[src/rtl/axi_pack_conv_w.sv]
// rtl/axi_pack_conv_w.sv - SSR-to-AXI write packing converter with descriptor queue
// Narrow SSR W elements are merged into wide AXI W beats as directed by queued descriptors.
package axi_pack_conv_w_pkg;
    typedef logic [7:0] len_t;

    typedef struct packed {
        logic [3:0] id;
        logic [2:0] ssr_offset;
        logic [5:0] std_offset;
        logic [2:0] ssr_size;
        len_t       ssr_stride;
        len_t       ssr_len;
        logic       same_size;
        logic       std_last;
    } sarq_t;

    typedef struct packed {
        logic [63:0] data;
        logic [7:0]  strb;
        logic        last;
        logic [3:0]  user;
    } ssr_w_chan_t;

    typedef struct packed {
        logic [511:0] data;
        logic [63:0]  strb;
        logic         last;
        logic [3:0]   user;
    } w_chan_t;
endpackage

module axi_pack_conv_w #(
    parameter int unsigned DataWidth_S = 64,
    parameter int unsigned DataWidth_A = 512,
    parameter int unsigned FifoDepth   = 4,
    parameter type len_t            = axi_pack_conv_w_pkg::len_t,
    parameter type sarq_t           = axi_pack_conv_w_pkg::sarq_t,
    parameter type axi_ssr_w_chan_t = axi_pack_conv_w_pkg::ssr_w_chan_t,
    parameter type axi_w_chan_t     = axi_pack_conv_w_pkg::w_chan_t
) (
    input  logic            clk_i,
    input  logic            rst_i,
    input  sarq_t           wsarq_i,
    input  logic            wsarq_push,
    output logic            wsarq_full,
    input  axi_ssr_w_chan_t ssr_w_chan_i,
    input  logic            ssr_w_valid_i,
    output logic            ssr_w_ready_o,
    output axi_w_chan_t     w_chan_o,
    output logic            w_valid_o,
    input  logic            w_ready_i
);
    localparam int unsigned BytesS = DataWidth_S / 8;
    localparam int unsigned BytesA = DataWidth_A / 8;
    localparam int unsigned AlignS = $clog2(BytesS);
    localparam int unsigned AlignA = $clog2(BytesA);
    localparam int unsigned PtrW   = (FifoDepth > 1) ? $clog2(FifoDepth) : 1;
    localparam int unsigned CntW   = $clog2(FifoDepth + 1);
    localparam int unsigned UserW  = $bits(w_chan_o.user);

    localparam logic [0:0] ACCUM = 1'b0;
    localparam logic [0:0] SEND  = 1'b1;

    sarq_t                  mem_q [FifoDepth];
    logic [PtrW-1:0]        wr_ptr_q, rd_ptr_q;
    logic [CntW-1:0]        fill_q;
    sarq_t                  head;
    logic                   empty, q_full, id_block, push_en, pop;

    logic [0:0]             state_q, state_d;
    len_t                   in_cnt_q, in_cnt_d;
    logic [AlignA-1:0]      out_cnt_q, out_cnt_d;
    logic [DataWidth_A-1:0] data_q, data_d;
    logic [BytesA-1:0]      strb_q, strb_d;
    logic                   final_q, final_d, last_q, last_d;
    logic [UserW-1:0]       user_q, user_d;

    logic                   ssr_hs, w_hs, is_final, flush;
    logic [AlignS-1:0]      in_off, src;
    logic [AlignA-1:0]      out_off, out_step, lane_rel;
    logic [AlignA:0]        nbytes, step_wide, next_start;
    logic                   unused_last;

    function automatic logic [PtrW-1:0] ptr_next(input logic [PtrW-1:0] p);
        return (p == PtrW'(FifoDepth - 1)) ? '0 : p + 1'b1;
    endfunction

    // A descriptor from a different burst id must wait until the current head drains.
    assign head       = mem_q[rd_ptr_q];
    assign empty      = (fill_q == '0);
    assign q_full     = (fill_q == CntW'(FifoDepth));
    assign id_block   = ~empty & (wsarq_i.id != head.id);
    assign wsarq_full = q_full | id_block;
    assign push_en    = wsarq_push & ~wsarq_full;
    assign pop        = w_hs & final_q;

    assign ssr_w_ready_o = (state_q == ACCUM) & ~empty;
    assign w_valid_o     = (state_q == SEND);
    assign ssr_hs        = ssr_w_valid_i & ssr_w_ready_o;
    assign w_hs          = w_valid_o & w_ready_i;
    assign unused_last   = ssr_w_chan_i.last;

    assign in_off     = AlignS'(head.ssr_offset + (AlignS'(in_cnt_q) << head.ssr_size));
    assign out_off    = AlignA'(head.std_offset + (out_cnt_q << head.ssr_size));
    assign out_step   = AlignA'(head.ssr_stride + 1);
    assign nbytes     = (AlignA+1)'(1) << head.ssr_size;
    assign step_wide  = (AlignA+1)'((head.ssr_stride + 1) << head.ssr_size);
    assign next_start = {1'b0, out_off} + step_wide;
    assign is_final   = (in_cnt_q == head.ssr_len);
    assign flush      = head.same_size | is_final | next_start[AlignA];

    always_comb begin
        data_d   = data_q;
        strb_d   = strb_q;
        lane_rel = '0;
        src      = '0;
        if (w_hs) begin
            data_d = '0;
            strb_d = '0;
        end else if (ssr_hs) begin
            for (int j = 0; j < BytesA; j++) begin
                lane_rel = AlignA'(j) - out_off;
                if ({1'b0, lane_rel} < nbytes) begin
                    src                = in_off + AlignS'(lane_rel);
                    data_d[j*8 +: 8]   = ssr_w_chan_i.data[src*8 +: 8];
                    strb_d[j]          = strb_q[j] | ssr_w_chan_i.strb[src];
                end
            end
        end
    end

    always_comb begin
        state_d   = state_q;
        in_cnt_d  = in_cnt_q;
        out_cnt_d = out_cnt_q;
        final_d   = final_q;
        last_d    = last_q;
        user_d    = user_q;
        if (state_q == ACCUM) begin
            if (ssr_hs) begin
                in_cnt_d = in_cnt_q + 1'b1;
                // Same-size elements are whole AXI beats, so they always land at std_offset.
                if (!head.same_size) out_cnt_d = out_cnt_q + out_step;
                user_d = ssr_w_chan_i.user;
                if (flush) begin
                    state_d = SEND;
                    final_d = is_final;
                    last_d  = is_final & head.std_last;
                end
            end
        end else if (w_ready_i) begin
            state_d = ACCUM;
            final_d = 1'b0;
            if (final_q) begin
                in_cnt_d  = '0;
                out_cnt_d = '0;
            end
        end
        if (empty) begin
            in_cnt_d  = '0;
            out_cnt_d = '0;
        end
    end

    always_comb begin
        w_chan_o = '0;
        if (state_q == SEND) begin
            w_chan_o.data = data_q;
            w_chan_o.strb = strb_q;
            w_chan_o.last = last_q;
            w_chan_o.user = user_q;
        end
    end

    always_ff @(posedge clk_i or posedge rst_i) begin
        if (rst_i) begin
            for (int i = 0; i < FifoDepth; i++) mem_q[i] <= '0;
            wr_ptr_q  <= '0;
            rd_ptr_q  <= '0;
            fill_q    <= '0;
            state_q   <= ACCUM;
            in_cnt_q  <= '0;
            out_cnt_q <= '0;
            data_q    <= '0;
            strb_q    <= '0;
            final_q   <= 1'b0;
            last_q    <= 1'b0;
            user_q    <= '0;
        end else begin
            if (push_en) begin
                mem_q[wr_ptr_q] <= wsarq_i;
                wr_ptr_q        <= ptr_next(wr_ptr_q);
            end
            if (pop) rd_ptr_q <= ptr_next(rd_ptr_q);
            case ({push_en, pop})
                2'b10:   fill_q <= fill_q + 1'b1;
                2'b01:   fill_q <= fill_q - 1'b1;
                default: fill_q <= fill_q;
            endcase
            state_q   <= state_d;
            in_cnt_q  <= in_cnt_d;
            out_cnt_q <= out_cnt_d;
            data_q    <= data_d;
            strb_q    <= strb_d;
            final_q   <= final_d;
            last_q    <= last_d;
            user_q    <= user_d;
        end
    end
endmodule

[config.mk]
export PLATFORM = sky130hd
export DESIGN_NAME = axi_pack_conv_w
export DESIGN_NICKNAME = d
export VERILOG_FILES = /design/src/rtl/axi_pack_conv_w.sv
export SDC_FILE = /design/constraint.sdc
export NUM_CORES = 2
export LEC_CHECK = 0
export ABC_CLOCK_PERIOD_IN_PS = 36700
export CAP_MARGIN = 20
export CORE_UTILIZATION = 54
export CTS_CLUSTER_DIAMETER = 40
export DETAILED_ROUTE_END_ITERATION = 8
export PLACE_DENSITY = 0.93
export SLEW_MARGIN = 25
export SYNTH_ARGS = -nofsm -noshare
export SYNTH_HDL_FRONTEND = slang
export SYNTH_SLANG_ARGS = --single-unit
[constraint.sdc]
create_clock -name clk_i -period 36.7 [get_ports clk_i]
set_clock_uncertainty 0.1 [all_clocks]
set_input_delay 7.34 -clock clk_i [delete_from_list [all_inputs] [get_ports clk_i]]
set_output_delay 7.34 -clock clk_i [all_outputs]
set_load 0.005 [all_outputs]
==> impl_summary.txt <==
----------------------------------------------------
[Run status]
  Run status ... completed

[Logic synthesis]
  Cell area after technology mapping ... 40800 sq um
  Share of flip-flops with an asynchronous set or reset ... 100%
  Most frequently used flop master after synthesis ... dfrtp_1
  Number of flops mapped to enable cells by yosys ... 0
  Area share of and/or/nand/nor cells after synthesis ... 12.7%
  Synth Register Bits ... 736
  Syn Nets ... 3581
  Post-Synth XOR/XNOR Area ... 2.34%
  Post-Synthesis Mean Instance Area ... 12.4 sq um
  Post-synthesis adder-cell area fraction ... 5.14%
  Complex-gate fraction of the synthesized area ... 6.24%
  Portion of the post-synthesis area used by sequential elements ... 45.1%
  Dominant combinational cell family by area after synthesis ... multiplexers
  Yosys synthesis warning count ... 0
  Multiplexer share of the synthesized area ... 25.7%
  Count of mapped cells out of synthesis ... 3302
  Cell variety after synth ... 67

[Timing]
  Number of hold violations in the final report ... 0
  Setup violations, final ... 0
  Final worst path period share ... 45.2%
  Unrepaired setup endpoints after global routing ... no
  Minimum clock period after layout ... 16.58 ns
  Highest clock frequency the design can meet ... 60.3 MHz
  Count of pins over their slew limit ... 0
  Headroom to the max-slew limit ... 20.6%
  Slew at the pin closest to its max-slew limit ... 1.16 ns
  Setup TNS ... 0 ns

[Finish]
  Number of nets in the finished design ... 4252
  Share of layout cells above drive strength 1 ... 26.0%
  P&R area growth vs syn ... 28.9%
  Top library cells by usage in the layout, fill and taps aside ... dfrtp_1 (733), clkdlybuf4s50_1 (697), mux2_2 (613)
  Leading cell type in the layout, fill and taps excluded ... dfrtp_1

[Clock network]
  Count of H-tree levels built during CTS ... 3
  Num CTS Buffers ... 101
  Clock tree from TritonCTS ... built
  Post-cts gate resize count ... 0
  Clock slew seen by the registers of the worst setup and hold paths ... 0.05 ns
  Clock sink total ... 736
  Later-pin clock latency in the skew report ... 0.69 ns
  CTS Hold Buffers Added ... 0
  CTS max path bufs ... 3
  Setup Fix Bufs, Post-CTS ... 0
  Clock root cell ... clkbuf_16

[Place]
  Number of port buffers ... 697
  Half-perimeter wire length after placement ... 103000 um
  Routability cong. ... 0.936

[Critical path]
  Largest delay share family, worst path ... buffers and inverters
  Type of destination of the critical path ... output pin
  Max stage delay cell, worst path ... clkdlybuf4s50_1
  CP Class ... in -> out
  Critical R2R Launch ... rd_ptr_q[0]$_DFFE_PP0P_
  Slack of the worst reg-to-reg path ... 29.14 ns
  Buf/Inv on CP ... 3
  Type of element launching the critical path ... input port
  Peak per-stage delay on the critical path ... 0.56 ns
  CP Data Arrival Time ... 9.14 ns
  Reg-to-reg endpoint ... data_q[487]$_DFFE_PP0P_
  Largest driver fanout on the critical path ... 5
  Critical Path, Cell by Cell ... clkdlybuf4s50_1 -> xnor2_1 -> o21ai_0 -> o41ai_1 -> inv_1 -> clkdlybuf4s50_1
  Reg2Reg Depth ... 17
  Cell occurring most often along the worst timing path ... clkdlybuf4s50_1
  Setup crit start ... wsarq_i[33]
  Data required time of the critical path ... 29.26 ns

[Floorplanning]
  Starting density of the core ... 54.7%
  Number of rows in the core area ... 100
  Area enclosed by the die boundary ... 76700 sq um
  Height of the die ... 277 um
  I/O Pins ... 700
  Horizontal extent of the die ... 277 um
  Area of the core region ... 74600 sq um

[Min path]
  Cell count of the worst hold path ... 2
  Class of the tightest hold or removal check ... reg -> reg
  Hold_sp ... strb_q[33]$_DFFE_PP0P_
  Worst-case hold path end point ... strb_q[33]$_DFFE_PP0P_

[Global routing]
  Via count of the first global-routing pass ... 32500
  Remaining Overflow, GRT ... 0
  Gr usage total ... 38.4%
  Maximum number of pins on one net before global-route repair ... 331
  Number of antenna violations at the first check in global routing ... 46
  Global-route wire length before repair ... 217000 um

[Route]
  Mean routed wirelength per cell ... 29.6 um
  Detailed-route wire length ... 150000 um
  Total via count in the routed design ... 32000
  Vias/cell ... 6.32
  Number of DRC markers after the initial detailed-route iteration ... 3205
  Antenna-violating nets left ... 0
  Remaining design rule violation count ... 0
  DRT Pass-1 Iters ... 6

[Flow run]
  Max-cap violations ... 0

----------------------------------------------------
-- final cells by class --
class                   instances  area (sq um)
repair buffers                752          7480
fillers                      4639         21900
flip-flops and latches        736         18400
clock buffers                 117          2680
multi-input cells            2285         21400
inverters                      97           372
well taps                     969          1210
clock inverters                72           932
diodes                         35          87.6
-- state kept, by name, summed over array words and instances, names as in the netlist --
signal     count
in_cnt_q       8
fill_q         3
final_q        1
user_q         4
data_q       512
rd_ptr_q       2
w_valid_o      1
last_q         1
mem_q        132
wr_ptr_q       2
out_cnt_q      6
strb_q        64
-- synthesized netlist by cell type (4+ instances only) --
| library cell | number | area share (%) |
|---|---|---|
| a21oi_1 | 50 | 0.61 |
| fa_1 | 8 | 0.39 |
| buf_2 | 27 | 0.33 |
| a21oi_2 | 9 | 0.19 |
| nand3_1 | 18 | 0.22 |
| mux2_1 | 42 | 1.2 |
| nor3_1 | 27 | 0.33 |
| a221oi_4 | 32 | 2.1 |
| xnor2_1 | 55 | 1.2 |
| o21ai_0 | 59 | 0.72 |
| a221oi_2 | 4 | 0.15 |
| mux2i_1 | 75 | 1.8 |
| clkbuf_1 | 117 | 1.1 |
| mux4_2 | 105 | 5.8 |
| nor2_1 | 62 | 0.57 |
| buf_1 | 35 | 0.32 |
| nand2_1 | 142 | 1.3 |
| a31oi_1 | 5 | 0.077 |
| dfrtp_1 | 736 | 45 |
| a22o_1 | 31 | 0.67 |
| and2_1 | 588 | 9.0 |
| a221o_1 | 26 | 0.64 |
| a211oi_1 | 8 | 0.15 |
| mux2_2 | 613 | 17 |
| ha_1 | 155 | 4.8 |
| or3_1 | 18 | 0.28 |
| inv_1 | 94 | 0.86 |
| nor2b_1 | 11 | 0.17 |
| o31ai_1 | 20 | 0.37 |
| a21o_1 | 8 | 0.15 |
| xor2_1 | 34 | 0.73 |
| nand2b_1 | 9 | 0.14 |
| or2_2 | 10 | 0.15 |
| nor4_1 | 16 | 0.25 |
-- metal layers --
layer  global-route usage (%)  wire (um)  vias up
met4                     30.1      13800       26
met3                     14.1      17600      724
met1                     43.3      51000    16200
met5                        0        192        -
li1                         -          -    13100
met2                     59.0      67400     2042
-- worst reg2reg max path, cell delays in order, from the launching register on --
cell,delay [ns]
dfrtp_2,0.35
buf_4,0.58
mux4_2,0.96
a21oi_1,0.38
nor2_1,0.12
fa_1,0.44
a21o_1,0.19
a21oi_1,0.23
xnor2_2,0.13
buf_4,0.35
clkinv_1,0.67
nor2_1,0.97
nand2_1,0.16
xor2_1,0.23
inv_1,0.10
ha_1,0.32
a221oi_4,0.72
mux2_2,0.42
-- cell families (layout without fill, tap and decap cells) --
logic type | after synthesis | in the layout
XOR/XNOR | 96 | 96
adder cells (fa/ha/maj) | 163 | 163
flip-flops | 736 | 736
other | 0 | 35
AND/OR/NAND/NOR | 916 | 916
buffers and inverters | 281 | 1038
AO/OA/AOI/OAI | 275 | 275
multiplexers | 835 | 835
-- per-stage QoR --
step	hold slack, ns	util [%]	std cells	instance area (sq um)	worst slack, ns
floorplan	0.341	-	3302	40800	8.61
global placement	0.353	65.4	4836	48800	20.22
detailed placement	0.363	65.5	4837	48800	20.18
CTS	0.374	70.3	5026	52400	20.15
global route	0.393	70.5	5053	52600	19.99
finish	0.375	70.6	5063	52600	20.12
-- worst max-delay path by stage --
| stage | end | slack [ns] | cells past startpoint |
|---|---|---|---|
| after global routing | wsarq_full | 19.99 | 6 |
| after global placement | wsarq_full | 20.22 | 5 |
| after CTS | wsarq_full | 20.15 | 6 |
| after floorplan | data_q[0]$_DFFE_PP0P_ | 8.61 | 1 |
| after detailed placement | wsarq_full | 20.18 | 5 |
| final | wsarq_full | 20.12 | 6 |
Power is not shown: default switching activity piles up to over one toggle a cycle in this logic, so the estimate is an artifact.
